==> config.mk <==
export PLATFORM = sky130hd
export DESIGN_NAME = bp_initiator
export DESIGN_NICKNAME = d
export VERILOG_FILES = /design/src/rtl/bp_initiator.sv
export SDC_FILE = /design/constraint.sdc
export NUM_CORES = 1
export LEC_CHECK = 0
export BUFFER_PORTS_ARGS = -buffer_cell sky130_fd_sc_hd__buf_2
export CAP_MARGIN = 20
export CORE_MARGIN = 5
export CORE_UTILIZATION = 53
export CTS_BUF_LIST = sky130_fd_sc_hd__clkbuf_4 sky130_fd_sc_hd__clkbuf_8
export CTS_CLUSTER_SIZE = 20
export DETAILED_ROUTE_END_ITERATION = 10
export PLACE_DENSITY = 0.82
export SLEW_MARGIN = 10
export SYNTH_ARGS = -nofsm -noshare
export SYNTH_HDL_FRONTEND = slang
export SYNTH_SLANG_ARGS = --single-unit
==> constraint.sdc <==
create_clock -name i_clk -period 2.3 [get_ports i_clk]
set_input_delay 0.46 -clock i_clk [delete_from_list [all_inputs] [get_ports i_clk]]
set_output_delay 0.46 -clock i_clk [all_outputs]
set_load 0.03 [all_outputs]
==> src/rtl/bp_initiator.sv <==
// bp_initiator: single-outstanding register-access initiator over BytePipe.
// Optional response timeout compiled in with `define BP_INITIATOR_TIMEOUT_EN.
module bp_initiator #(
   parameter int TIMEOUT_CYCLES = 255
) (
   input  logic       i_clk,
   input  logic       i_rst_n,
   input  logic       i_cg,
   input  logic       i_req_valid,
   output logic       o_req_ready,
   input  logic       i_req_wr,
   input  logic [6:0] i_req_addr,
   input  logic [7:0] i_req_data,
   input  logic [7:0] i_req_expect,
   output logic [7:0] o_bp_data,
   output logic       o_bp_valid,
   input  logic       i_bp_ready,
   input  logic [7:0] i_bp_data,
   input  logic       i_bp_valid,
   output logic       o_bp_ready,
   output logic       o_rsp_valid,
   input  logic       i_rsp_ready,
   output logic [7:0] o_rsp_data,
   output logic       o_rsp_mismatch,
   output logic       o_rsp_timeout
);
   typedef enum logic [2:0] {IDLE, CMD, DATA, RESP, DONE} state_t;
   state_t     state;
   logic       wr_q;
   logic [7:0] data_q;
   logic [7:0] exp_q;
   if (TIMEOUT_CYCLES < 1 || TIMEOUT_CYCLES > 255) begin : g_bad_cfg
      $error("bp_initiator: TIMEOUT_CYCLES must be 1..255");
   end
`ifdef BP_INITIATOR_TIMEOUT_EN
   localparam logic [7:0] TO_LIM = 8'(TIMEOUT_CYCLES);
   logic [7:0] cnt;
   logic [7:0] cnt_nxt;
   assign cnt_nxt = cnt + 8'd1;
`else
   assign o_rsp_timeout = 1'b0;
`endif
   // Ready/valid outputs mirror the state, so the state case alone decides transfers.
   always_ff @(posedge i_clk or negedge i_rst_n)
      if (!i_rst_n) begin
         state          <= IDLE;
         wr_q           <= 1'b0;
         data_q         <= 8'h00;
         exp_q          <= 8'h00;
         o_req_ready    <= 1'b1;
         o_bp_valid     <= 1'b0;
         o_bp_data      <= 8'h00;
         o_bp_ready     <= 1'b0;
         o_rsp_valid    <= 1'b0;
         o_rsp_data     <= 8'h00;
         o_rsp_mismatch <= 1'b0;
`ifdef BP_INITIATOR_TIMEOUT_EN
         o_rsp_timeout  <= 1'b0;
         cnt            <= 8'h00;
`endif
      end else if (i_cg) begin
         case (state)
            IDLE:
               if (i_req_valid) begin
                  wr_q        <= i_req_wr;
                  data_q      <= i_req_data;
                  exp_q       <= i_req_expect;
                  o_req_ready <= 1'b0;
                  o_bp_valid  <= 1'b1;
                  o_bp_data   <= {i_req_wr, i_req_addr};
                  state       <= CMD;
               end
            CMD:
               if (i_bp_ready) begin
                  o_bp_data  <= wr_q ? data_q : o_bp_data;
                  o_bp_valid <= wr_q;
                  o_bp_ready <= !wr_q;
                  state      <= wr_q ? DATA : RESP;
`ifdef BP_INITIATOR_TIMEOUT_EN
                  cnt        <= 8'h00;
`endif
               end
            DATA:
               if (i_bp_ready) begin
                  o_bp_valid <= 1'b0;
                  o_bp_ready <= 1'b1;
                  state      <= RESP;
`ifdef BP_INITIATOR_TIMEOUT_EN
                  cnt        <= 8'h00;
`endif
               end
            RESP:
               if (i_bp_valid) begin
                  o_rsp_data     <= i_bp_data;
                  o_rsp_mismatch <= i_bp_data != exp_q;
                  o_bp_ready     <= 1'b0;
                  o_rsp_valid    <= 1'b1;
                  state          <= DONE;
`ifdef BP_INITIATOR_TIMEOUT_EN
                  o_rsp_timeout  <= 1'b0;
               end else if (cnt_nxt == TO_LIM) begin
                  o_rsp_data     <= 8'h00;
                  o_rsp_mismatch <= 1'b0;
                  o_rsp_timeout  <= 1'b1;
                  o_bp_ready     <= 1'b0;
                  o_rsp_valid    <= 1'b1;
                  cnt            <= cnt_nxt;
                  state          <= DONE;
               end else begin
                  cnt <= cnt_nxt;
`endif
               end
            DONE:
               if (i_rsp_ready) begin
                  o_rsp_valid <= 1'b0;
                  o_req_ready <= 1'b1;
                  state       <= IDLE;
               end
            default: begin
               o_req_ready <= 1'b1;
               o_bp_valid  <= 1'b0;
               o_bp_ready  <= 1'b0;
               o_rsp_valid <= 1'b0;
               state       <= IDLE;
            end
         endcase
      end
endmodule

== Word level (Yosys, flattened, before mapping) ==
Cells that the tools add are included.

* Output and inout bits: 22
* Input bits: 39
* Word-level logic and storage cells: 66
* Register bits: 41

* Eq/ne operators: 11
* Reductions and logical operators: 15
* Muxes and demuxes: 25
* Bitwise logic cells: 4

{| class="wikitable"
|+ Operator list
! cell !! count
|-
| 8-bit 2-to-1 mux || 3
|-
| 8-bit case mux with 2 select lines || 1
|-
| 3-bit 2-to-1 mux || 5
|-
| 3-bit case mux with 5 select lines || 1
|-
| 5-bit AND reduction || 3
|-
| 2-bit inequality test (second input constant) || 6
|-
| 1-bit 2-to-1 mux || 11
|-
| 8-bit inequality test || 1
|-
| 1-bit case mux with 4 select lines || 2
|-
| 4-bit AND reduction || 2
|-
| 3-bit by 2-bit equality test with 1-bit output (second input constant) || 2
|-
| 1-bit case mux with 3 select lines || 2
|-
| 3-bit AND reduction || 2
|-
| 6-bit AND reduction || 1
|-
| 3-bit OR reduction || 2
|-
| 1-bit inverter || 4
|-
| 2-bit OR reduction || 2
|-
| 3-bit by 1-bit equality test with 1-bit output (second input constant) || 1
|-
| 3-bit equality test (second input constant) || 1
|-
| 3-bit logical NOT || 1
|-
| 2-bit nonzero test || 1
|-
| 1-bit logical NOT || 1
|}

== Depth between registers and ports, before layout ==
* Depth after elaboration: 4
* Gate-level depth with buffers: 6
* Depth with buffers taken out: 4

== Least setup slack after synthesis ==
OpenSTA, ideal clock, no wires.

* Path type: input -> register
* From: in i_cg
* To: reg data_q[0]
* Required time: 2.175 ns
* Data arrival time: 1.771 ns
* Path buffers: 2
* Library setup time: 0.125 ns
* Stages on the path: 5
* Slack: 0.404 ns
* Cell sequence: or3b_1 or3b_1 buf_6 buf_12 mux2_4

* Word-level cells in the longest chain between the ends: 1

{| class="wikitable"
|+ RTL lines
! item !! RTL line !! RTL
|-
| from (decl) || 8 || <nowiki>input logic i_cg,</nowiki>
|-
| 3-bit AND reduction (no source line) || -- ||
|-
| to (signal assigned) || 66 || <nowiki>data_q <= i_req_data;</nowiki>
|-
| to (decl) || 30 || <nowiki>logic [7:0] data_q;</nowiki>
|}

No other way between the ends.
A chain may end at the register's enable or synchronous reset.

== Worst setup path in the final report ==
* From: reg state[2]
* To: reg data_q[1]

* Word-level cells in the longest chain between the ends: 2

{| class="wikitable"
|+ RTL lines
! item !! RTL line !! RTL
|-
| from (decl) || 28 || <nowiki>state_t state;</nowiki>
|-
| from (signal assigned) || 78 || <nowiki>state <= wr_q ? DATA : RESP;</nowiki>
|-
| 3-bit logical NOT || 62 || <nowiki>case (state)</nowiki>
|-
| 3-bit AND reduction (no source line) || -- ||
|}

No other way between the ends.

==> metrics.md <==
| Metric | Value |
|---|---|
| Initial DRC count | `118` |
| Post-CTS Setup Repair Bufs | `0` |
| Routing usage on met2 | `0.271` |
| Max Buffers Root-to-Sink | `2` |
| Worst path slowest cell | `dfrtp_1` |
| Worst setup path end | `data_q[1]` |
| Number of enable flip-flop cells after synthesis | `0` |
| DR vias/cell | `5.21` |
| Number of cell instances on the worst register-to-register path | `4` |
| Classification of the worst-slack hold path | `input pin to async pin` |
| Grt total ovfl | `0` |
| Number of hold buffers added after cts | `0` |
| Max-Cap Viols | `0` |
| Number of detailed-routing iterations run before antenna repair | `4` |
| Initial cell density of the core | `0.540` |
| Register-to-register setup slack | `0.35 ns` |
| Antenna cells | `0` |
| Syn nets | `196` |
| Share of power burned in registers | `0.385` |
| Number of distinct library cells after synthesis | `36` |
| Die extent in y | `70.8 um` |
| Hold violation total from the final report | `0` |
| Largest net degree at the start of global routing | `42` |
| Core area | `3630 um2` |
| Root cell of the clock tree | `clkbuf_8` |
| Proportion of total power due to net switching | `0.398` |
| Worst VDD drop | `0.000777 V` |
| Global-route total usage across every layer | `0.173` |
| TritonCTS clock tree | `done` |
| DIE AREA | `5020 um2` |
| Unrepaired setup endpoints after global routing | `false` |
| Area delta synth->final | `23.0%` |
| Period utilization | `0.849` |
| Net switching power | `1.36 mW` |
| Final period demand of the worst path | `1.95 ns` |
| Power per cell area | `1420 nW/um2` |
| Latest clock arrival within the worst-skew pair | `0.29 ns` |
| Highest clock frequency the design can meet | `512 MHz` |
| R2R Path Start | `state[2]` |
| Total negative slack for setup checks | `0 ns` |
| Critical path start-end classification | `flop to flop` |
| Level count of the clock H-tree | `2` |
| Number of port buffers | `59` |
| Wire length of the first global-routing pass | `6.88 mm` |
| Number of instances resized during post-cts repair | `0` |
| ANT nets after route | `0` |
| Endpoint of the worst register-to-register path | `data_q[1]` |
| Layout cells sized above 1 | `0.484` |
| Global routing usage on met3 | `0.0355` |
| Worst Clk Skew | `0.00715 ns` |
| Total Nets Final | `261` |
| TritonCTS Sinks | `41` |
| Setup Viol. Count Final | `0` |
| Count of cell instances traversed by the critical path | `4` |
| Area of the mapped netlist | `1960 um2` |
| Required time at the worst-slack endpoint | `2.48 ns` |
| Cell with the most instances after synthesis | `dfrtp_1` |
| Sequential share of the synthesized area | `0.524` |
| Crit path buf inv count | `1` |
| Post-Synthesis Cells | `157` |
| Total internal power | `2.06 mW` |
| Clk slew on worst S/H paths | `0.08 ns` |
| Width of the chip | `70.8 um` |
| Critical path's most frequent cell | `or3b_1` |
| Number of placement rows | `22` |
| Synth warn | `0` |
| Total I/O pin count | `61` |
| Mean Syn Cell Area | `12.5 um2` |
| Count of state elements after synthesis | `41` |
| Highest-utilization routing layer at the global route stage | `met2` |
| Crit-path max cell delay | `0.47 ns` |
| RD Place Congestion | `0.743` |
| Cell taking the most area after synthesis | `dfrtp_1` |
| Met1 usage in global routing | `0.237` |
| Post-detail-place hpwl | `2.94 mm` |
| Cell class contributing the biggest share of worst-path delay | `simple AND/OR/NAND/NOR gates` |
| Detailed-route wire length per cell | `14.9 um` |
| Share of power burned in combinational logic | `0.478` |
| Final wirelength | `4.03 mm` |
| Top flip-flop cell by instance count after synthesis | `dfrtp_1` |
| Area share of the leading cell type in the synthesized netlist | `0.510` |
| Endpoint arrival time on the critical path | `2.14 ns` |
| Via count | `1412` |
| Crit-path cells | `or3b_1 -> or3b_1 -> buf_4 -> mux2_4` |
| Worst setup path startpoint | `state[2]` |
| Total power | `3.42 mW` |
| Worst Setup Start Kind | `flop` |
| TritonCTS Buffers | `5` |
| Top cells by count, synth | `dfrtp_1 (40), mux2_2 (16), a21oi_1 (15)` |
| Layout Utilization | `0.664` |
| Cell types occupying the most area after synthesis | `dfrtp_1 (51%), mux2_2 (9.2%), mux2_4 (7.7%)` |
| Final Instance Area | `2410 um2` |
| Worst Hold Margin | `0.209 ns` |
| Part of the power in the clock network | `0.138` |
| Placed instance area | `2320 um2` |
| Number of design rule violations left after detail routing | `0` |
| Antenna violations before repair | `0` |
| Leak pwr | `1.15 nW` |
| Number of max-slew violations in the final report | `0` |
| FFs w/ async S/R, synth | `1.00` |
| Kind of end point of the critical path | `flop` |
| Max FO, Critical Path | `17` |
| Result of the run | `finished, final reports clean` |
| Vias in the first global route | `1444` |
## flip-flops by register name, indices dropped and copies added (netlist names)
name	count
o_req_ready	1
wr_q	1
state	3
o_rsp_mismatch	1
o_bp_data	8
o_bp_valid	1
data_q	8
o_bp_ready	1
exp_q	8
o_rsp_data	8
o_rsp_valid	1
## cells by family after synthesis
family / Yosys count / synth area share
DFF: 41 / 0.524
other: 1 / 0.00191
xor gates and xnor gates: 8 / 0.0357
AOI/OAI and AO/OA: 27 / 0.0848
and+or+nand+nor: 32 / 0.0931
buffers and inverters: 11 / 0.0364
muxes: 37 / 0.224
## worst min-delay path by stage
stage | slack (ns) | startpoint | cells past startpoint | endpoint
after floorplan | 0.16 | i_rst_n | 0 | data_q[0]
after global placement | 0.49 | o_bp_ready | 1 | o_bp_ready
after detailed placement | 0.49 | o_rsp_data[5] | 1 | o_rsp_data[5]
after CTS | 0.23 | i_rst_n | 2 | o_rsp_data[2]
after global routing | 0.26 | i_rst_n | 2 | o_rsp_data[2]
final | 0.21 | i_rst_n | 2 | o_rsp_data[2]
## routing by layer
layer	routed length (um)	part of all wire
met3	227	0.056
met2	2010	0.50
met5	0	0
met1	1720	0.43
met4	72	0.018
## final cells by class
| type | instances | area (um2) |
|---|---|---|
| fillers | 301 | 1220 |
| flip-flops and latches | 41 | 1030 |
| multi-input cells | 105 | 868 |
| repair buffers | 68 | 363 |
| clock buffers | 6 | 76.3 |
| well taps | 48 | 60.1 |
| clock inverters | 2 | 15.0 |
| inverters | 1 | 3.75 |
## through the flow
stage,instances,setup slack [ns]
after global routing,271,0.266
after detailed placement,263,0.251
final,271,0.348
after floorplan,157,0.404
after CTS,271,0.355
after global placement,263,0.277
## placed cells by master (no fill, tap or decap), drive strengths merged, types with 2 or more instances in the layout
master,n
o22a,3
nor3,2
dfrtp,40
o21ai,3
mux2i,11
nand2,2
nand4,2
a21oi,15
clkinvlp,2
nor2,13
nand2b,2
buf,68
or3b,3
xnor2,8
clkbuf,6
nor3b,2
mux2,26
a21o,2
## power groups by stage
stage                     Combinational, mW  Sequential, mW  Clock (mW)
after CTS                              1.65            1.32       0.486
after global placement                 1.60            1.31           0
after floorplan                       0.877            1.64           0
final                                  1.63            1.31       0.471
after detailed placement               1.64            1.32           0
after global routing                   1.76            1.36       0.519
No activity file was read; power rests on OpenSTA's default activity.
